### config.mk
export PLATFORM = sky130hd
export DESIGN_NAME = id_ex_reg
export DESIGN_NICKNAME = d
export VERILOG_FILES = /design/src/rtl/id_ex_reg.sv
export SDC_FILE = /design/constraint.sdc
export NUM_CORES = 1
export LEC_CHECK = 0
export CAP_MARGIN = 20
export CORE_MARGIN = 1.5
export CORE_UTILIZATION = 38
export DETAILED_ROUTE_END_ITERATION = 10
export PLACE_DENSITY = 0.73
export SYNTH_ARGS = -nofsm -noshare
export SYNTH_HDL_FRONTEND = slang
export SYNTH_SLANG_ARGS = --single-unit
### constraint.sdc
create_clock -name clk -period 2.1 [get_ports clk]
set_input_delay 0.42 -clock clk [delete_from_list [all_inputs] [get_ports clk]]
set_output_delay 0.42 -clock clk [all_outputs]
set_load 0.02 [all_outputs]
### src/rtl/id_ex_reg.sv
// Purpose : ID/EX pipeline register with EX/MEM operand forwarding and load-use bubble insertion.
// Latency : one cycle from ID inputs to ex_* outputs; stall_req is combinational (zero latency).
// Backpr. : hold_i freezes all contents; flush_i (wins over hold) and load-use stalls load a bubble.
//
// Ports:
//   clk, rst_n          - rising-edge clock, async active-low reset (reset = bubble state)
//   flush_i, hold_i     - kill the instruction being captured / freeze the register
//   id_*                - decoded op, operands, source/destination regs and flags from ID
//   ex_res              - result currently produced by EX (forward source, highest priority)
//   mem_wreg/we/res     - MEM-stage writeback (second forward source)
//   ex_*                - registered op/operands/flags presented to the EX units
//   ex_valid            - 1 = real instruction, 0 = bubble
//   stall_req           - load-use hazard; front end holds PC and IF/ID
module id_ex_reg #(
    parameter int OP_W   = 8,
    parameter int DATA_W = 32,
    parameter int REG_AW = 5
) (
    input  logic              clk,
    input  logic              rst_n,
    input  logic              flush_i,
    input  logic              hold_i,
    input  logic [OP_W-1:0]   id_op,
    input  logic [DATA_W-1:0] id_src0,
    input  logic [DATA_W-1:0] id_src1,
    input  logic [REG_AW-1:0] id_rs0_addr,
    input  logic              id_rs0_rd,
    input  logic [REG_AW-1:0] id_rs1_addr,
    input  logic              id_rs1_rd,
    input  logic [REG_AW-1:0] id_wreg,
    input  logic              id_we,
    input  logic              id_is_load,
    input  logic [DATA_W-1:0] ex_res,
    input  logic [REG_AW-1:0] mem_wreg,
    input  logic              mem_we,
    input  logic [DATA_W-1:0] mem_res,
    output logic [OP_W-1:0]   ex_op,
    output logic [DATA_W-1:0] ex_src0,
    output logic [DATA_W-1:0] ex_src1,
    output logic [REG_AW-1:0] ex_wreg,
    output logic              ex_we,
    output logic              ex_is_load,
    output logic              ex_valid,
    output logic              stall_req
);

    typedef struct packed {
        logic [OP_W-1:0]   op;
        logic [DATA_W-1:0] src0;
        logic [DATA_W-1:0] src1;
        logic [REG_AW-1:0] wreg;
        logic              we;
        logic              is_load;
        logic              valid;
    } stage_t;

    localparam stage_t BUBBLE = '0;

    stage_t stage_q;
    stage_t stage_d;

    // An instruction in EX can forward only when its result is ready this
    // cycle, i.e. it is a valid, writing, non-load instruction.
    logic ex_fwd_ok;
    assign ex_fwd_ok = ex_valid & ex_we & ~ex_is_load;

    function automatic logic [DATA_W-1:0] fwd_sel(
        input logic              rd,
        input logic [REG_AW-1:0] addr,
        input logic [DATA_W-1:0] src
    );
        logic [DATA_W-1:0] val;
        val = src;
        // Register 0 is hard-wired and immediates are never forwarded.
        if (rd && (addr != '0)) begin
            if (ex_fwd_ok && (addr == ex_wreg)) begin
                val = ex_res;
            end else if (mem_we && (addr == mem_wreg)) begin
                val = mem_res;
            end
        end
        return val;
    endfunction

    logic [DATA_W-1:0] fwd_src0;
    logic [DATA_W-1:0] fwd_src1;

    always_comb begin
        fwd_src0 = fwd_sel(id_rs0_rd, id_rs0_addr, id_src0);
        fwd_src1 = fwd_sel(id_rs1_rd, id_rs1_addr, id_src1);
    end

    // Load data is not available until MEM, so a consumer directly behind a
    // load must wait exactly one cycle and then picks the value up from MEM.
    logic rs0_hit;
    logic rs1_hit;
    assign rs0_hit   = id_rs0_rd & (id_rs0_addr == ex_wreg);
    assign rs1_hit   = id_rs1_rd & (id_rs1_addr == ex_wreg);
    assign stall_req = ex_valid & ex_is_load & ex_we & (ex_wreg != '0) & (rs0_hit | rs1_hit);

    always_comb begin
        stage_d = stage_q;
        if (flush_i) begin
            stage_d = BUBBLE;
        end else if (hold_i) begin
            stage_d = stage_q;
        end else if (stall_req) begin
            stage_d = BUBBLE;
        end else begin
            stage_d.op      = id_op;
            stage_d.src0    = fwd_src0;
            stage_d.src1    = fwd_src1;
            stage_d.wreg    = id_wreg;
            stage_d.we      = id_we;
            stage_d.is_load = id_is_load;
            stage_d.valid   = 1'b1;
        end
    end

    always_ff @(posedge clk or negedge rst_n) begin
        if (!rst_n) begin
            stage_q <= BUBBLE;
        end else begin
            stage_q <= stage_d;
        end
    end

    assign ex_op      = stage_q.op;
    assign ex_src0    = stage_q.src0;
    assign ex_src1    = stage_q.src1;
    assign ex_wreg    = stage_q.wreg;
    assign ex_we      = stage_q.we;
    assign ex_is_load = stage_q.is_load;
    assign ex_valid   = stage_q.valid;

endmodule

==> tab_implementation.tex, run 1 <==
\begin{tabular}{lr}
\hline
Metric & Value \\
\hline
\multicolumn{2}{l}{\textbf{Timing}} \\
\quad Least-Margin Pin Slew & 385.7 ps \\
\quad Post-route setup slack & 36.66 ps \\
\quad Unrepaired setup endpoints after global routing & true \\
\quad Final critical path time including I/O delays and setup & 2063 ps \\
\quad Share of the clock period used by the worst path after layout & 98.25\% \\
\quad Worst max-slew margin expressed relative to the limit & 74.28\% \\
\quad Maximum clock skew at final layout & 11.50 ps \\
\quad Final count of hold timing violations & 0 \\
\quad Tightest hold margin & 479.0 ps \\
\quad Final count of pins violating max slew & 0 \\
\quad F\_max & 484.7 MHz \\
\quad Final setup violation count & 0 \\
\multicolumn{2}{l}{\textbf{Outcome}} \\
\quad Status & finished, final reports clean \\
\multicolumn{2}{l}{\textbf{Setup path}} \\
\quad Critical path required time & 2320 ps \\
\quad Cell with the largest stage delay on the worst path & sky130\_fd\_sc\_hd\_\_or3\_4 \\
\quad Highest cell delay on the worst timing path & 500 ps \\
\quad Sequence of cells on the critical path & xnor2\_2 -> nand4\_1 -> or3\_4 -> buf\_8 -> mux2\_2 -> o22ai\_1 -> o21ai\_0 \\
\quad Highest net fanout along the worst path & 11 \\
\quad Worst path arrival time & 2290 ps \\
\quad Worst setup EP type & flip-flop \\
\quad Critical path's top delay family & simple AND/OR/NAND/NOR gates \\
\quad Critical path launch point type & flip-flop \\
\quad Buffer and inverter count on the worst path & 1 \\
\quad Start-to-end type of the worst setup path & reg2reg \\
\multicolumn{2}{l}{\textbf{Die}} \\
\quad Placement row count & 43 \\
\quad Number of I/O pins & 246 \\
\quad Chip height & 121.8 µm \\
\quad Die extent in x & 121.8 µm \\
\quad Initial cell density of the core & 38.81\% \\
\quad Core Box Area & 0.01383 mm² \\
\quad Die Footprint & 0.01484 mm² \\
\multicolumn{2}{l}{\textbf{Routing}} \\
\quad Routed via count divided by cell count & 5.619 \\
\quad TritonRoute pass-1 iters & 5 \\
\quad Number of nets still failing antenna checks after routing & 0 \\
\quad WL per Instance & 20.48 µm \\
\quad Post-detailed-routing wire length & 19810 µm \\
\quad Vias after detailed routing & 5434 \\
\quad Iteration-0 DRC Markers & 390 \\
\quad DRC violation count after routing & 0 \\
\multicolumn{2}{l}{\textbf{CTS}} \\
\quad Total number of H-tree levels & 3 \\
\quad TritonCTS clock tree & yes \\
\quad CTS buffer count & 9 \\
\quad CTS sink cnt & 80 \\
\quad Clk Tree Root Cell & sky130\_fd\_sc\_hd\_\_clkbuf\_16 \\
\quad Clock transition at the registers of the reported paths & 60 ps \\
\quad Clock tree buffer depth & 2 \\
\quad Worst skew pair latency & 350 ps \\
\multicolumn{2}{l}{\textbf{Global routing}} \\
\quad Combined global-route utilization of all metal layers & 25.92\% \\
\quad First-pass GRT wire length & 29710 µm \\
\quad Vias in the first global route & 5648 \\
\quad Met3 usage & 6.414\% \\
\quad Antenna violations before repair & 0 \\
\quad Final global-route overflow total & 0 \\
\quad Maximum number of pins on one net before global-route repair & 81 \\
\quad Most Used Layer, Global Route & met2 \\
\quad GR Util met1 & 31.10\% \\
\quad GR Util met2 & 44.10\% \\
\multicolumn{2}{l}{\textbf{Synth}} \\
\quad Largest cells by area after synthesis & sky130\_fd\_sc\_hd\_\_dfrtp\_1 37\%, sky130\_fd\_sc\_hd\_\_nand4b\_1 10\%, sky130\_fd\_sc\_hd\_\_mux2\_4 8.4\% \\
\quad Cell type contributing the most total cell area after synthesis & sky130\_fd\_sc\_hd\_\_dfrtp\_1 \\
\quad Yosys reg bits & 80 \\
\quad Fraction of registers with async set/reset & 100.0\% \\
\quad Distinct cell type count of the synthesized netlist & 36 \\
\quad Mean post-synth cell area & 10.26 µm² \\
\quad Yosys synthesis warning count & 0 \\
\quad Post-synth top flop & sky130\_fd\_sc\_hd\_\_dfrtp\_1 \\
\quad Proportion of netlist area held by the largest area contributor & 37.30\% \\
\quad Syn\_nets & 688 \\
\quad Synthesized instance count & 523 \\
\quad Number of enable flip-flop cells after synthesis & 0 \\
\quad Post-synthesis instance area & 0.005366 mm² \\
\quad Sequential-to-total area share from yosys stat & 37.30\% \\
\multicolumn{2}{l}{\textbf{Pwr}} \\
\quad Power density over cell area & 538.4 mW/mm² \\
\quad IR drop worst, VDD & 0.3416 mV \\
\quad Cell leakage power & 0.003459 µW \\
\multicolumn{2}{l}{\textbf{Cells and area}} \\
\quad Number of fillers in the final layout & 1105 \\
\quad Number of nets in the final layout & 949 \\
\quad \# diodes & 0 \\
\quad Proportion of layout cells with a drive suffix above 1 & 24.52\% \\
\quad Area delta synth->final & 63.95\% \\
\multicolumn{2}{l}{\textbf{Placement}} \\
\quad Dpl hpwl & 14130 µm \\
\quad Worst setup timing slack at the placement stage & -646.9 ps \\
\quad Placer Congestion & 0.8692 \\
\quad I/O Buffers & 245 \\
\multicolumn{2}{l}{\textbf{Flow run}} \\
\quad \# Max-Cap Violations & 0 \\
\multicolumn{2}{l}{\textbf{Worst hold path}} \\
\quad Min-delay worst type & reg2reg \\
\hline
\end{tabular}
placed cells by master (no fill, tap or decap), types with 2 or more instances in the layout:
cell type	count
sky130_fd_sc_hd__clkbuf_16	10
sky130_fd_sc_hd__nand4b_1	63
sky130_fd_sc_hd__o22ai_2	31
sky130_fd_sc_hd__clkdlybuf4s50_1	232
sky130_fd_sc_hd__buf_6	7
sky130_fd_sc_hd__xnor2_2	3
sky130_fd_sc_hd__mux2_4	30
sky130_fd_sc_hd__nor2_4	2
sky130_fd_sc_hd__mux2_2	34
sky130_fd_sc_hd__a22o_1	15
sky130_fd_sc_hd__dfrtp_2	3
sky130_fd_sc_hd__nand3_1	5
sky130_fd_sc_hd__bufinv_16	3
sky130_fd_sc_hd__o21ai_0	24
sky130_fd_sc_hd__o21ai_4	2
sky130_fd_sc_hd__dlymetal6s2s_1	2
sky130_fd_sc_hd__buf_4	42
sky130_fd_sc_hd__o22ai_1	33
sky130_fd_sc_hd__dlygate4sd2_1	8
sky130_fd_sc_hd__nor3_4	2
sky130_fd_sc_hd__o21ai_1	40
sky130_fd_sc_hd__nand2_1	66
sky130_fd_sc_hd__xnor2_1	3
sky130_fd_sc_hd__or4_1	2
sky130_fd_sc_hd__a21oi_4	2
sky130_fd_sc_hd__nor2_1	2
sky130_fd_sc_hd__buf_12	11
sky130_fd_sc_hd__dfrtp_1	77
sky130_fd_sc_hd__xor2_1	14
per-stage QoR:
step	setup TNS (ps)	area, µm²	cells	power, µW	utilization [%]
after floorplan	0	5366	523	2185	-
after global placement	-34650	8307	943	2942	60.08
after detailed placement	-38510	8307	943	2963	60.08
after CTS	0	8670	962	4751	62.70
after global routing	-1413	8798	967	4913	63.63
final	0	8798	967	4737	63.63
worst min-delay path: stages, from the launching register on:
cell and delay, ps:
sky130_fd_sc_hd__dfrtp_1 340, sky130_fd_sc_hd__nand2_1 40, sky130_fd_sc_hd__o21ai_0 60
worst paths after layout:
check | from | endpoint | slack (ps) | cells past startpoint
max in group asynchronous | rst_n | ex_wreg[4]$_DFFE_PN0P_ | 900 | 3
min in group asynchronous | rst_n | ex_src0[3]$_DFFE_PN0P_ | 520 | 2
hold / removal | ex_src1[11]$_DFFE_PN0P_ | ex_src1[11]$_DFFE_PN0P_ | 480 | 2
setup reg to reg | ex_wreg[0]$_DFFE_PN0P_ | ex_src0[5]$_DFFE_PN0P_ | 40 | 7
setup / recovery | ex_wreg[0]$_DFFE_PN0P_ | ex_src0[5]$_DFFE_PN0P_ | 40 | 7
hold reg to reg | ex_src1[11]$_DFFE_PN0P_ | ex_src1[11]$_DFFE_PN0P_ | 480 | 2
repair_timing:
item / CTS / global route
endpoints found under the hold margin: 21 / 0
cloned: 0 / 2
gates resized for setup: 19 / 20
pin swaps: 6 / 5
setup endpoints to repair: 73 / 74
hold buffers: 1 / 0
buffers inserted: 5 / 3
where the power goes:
group / internal (µW) / switching (µW) / total [µW] / leakage, µW
Sequential: 1630 / 57.5 / 1690 / 0.00106
Combinational: 684 / 586 / 1270 / 0.00224
Clock: 1150 / 630 / 1780 / 0.000158
Total: 3460 / 1270 / 4740 / 0.00346
registers in the layout (all words and copies together) (netlist names):
signal,cells
ex_src0,32
ex_src1,32
ex_op,8
ex_wreg,5
ex_is_load,1
ex_valid,1
ex_we,1
kinds of logic after synthesis:
logic type             count (synthesis)  synth area share (%)
multiplexers                          64                 15.53
flip-flops                            80                 37.30
buffers and inverters                 57                 5.945
AO/OA/AOI/OAI                        149                 20.28
AND/OR/NAND/NOR                      153                 17.67
XOR/XNOR                              20                 3.264
final cells by class:
cell class	count	area [µm²]	share of cell area (%)
Multi-Input combinational cell	386	3153	35.84
Timing Repair Buffer	306	3087	35.08
Sequential cell	80	2006	22.80
Clock buffer	10	229.0	2.602
Tap cell	180	225.2	2.560
Clock inverter	4	95.09	1.081
Inverter	1	3.754	0.04266
Yosys cell counts, drive strengths merged, types with 2 or more instances:
cell type,n
nand4b,63
nand3,5
mux2,64
buf,18
nor2b,2
dfrtp,80
nor2,4
xnor2,6
nor3,4
or4,2
clkbuf,38
nand2,67
o21ai,67
xor2,14
o22ai,64
a21oi,3
a22o,15
metal layers:
layer | vias up | wire length (µm)
met5 | - | 0
met4 | 0 | 559
met3 | 38 | 1682
met2 | 269 | 9559
met1 | 2640 | 8007
li1 | 2487 | -
Power figures use the tool's default switching activity.
==> run 2: changes to the inputs <==
--- a/config.mk
+++ b/config.mk
@@ -8,6 +8,7 @@
 export CAP_MARGIN = 20
 export CORE_MARGIN = 1.5
 export CORE_UTILIZATION = 38
+export CTS_CLUSTER_SIZE = 8
 export DETAILED_ROUTE_END_ITERATION = 10
 export PLACE_DENSITY = 0.73
 export SYNTH_ARGS = -nofsm -noshare
==> results of run 2 <==
The final DEF is identical to that of run 1; final timing and power are the same.
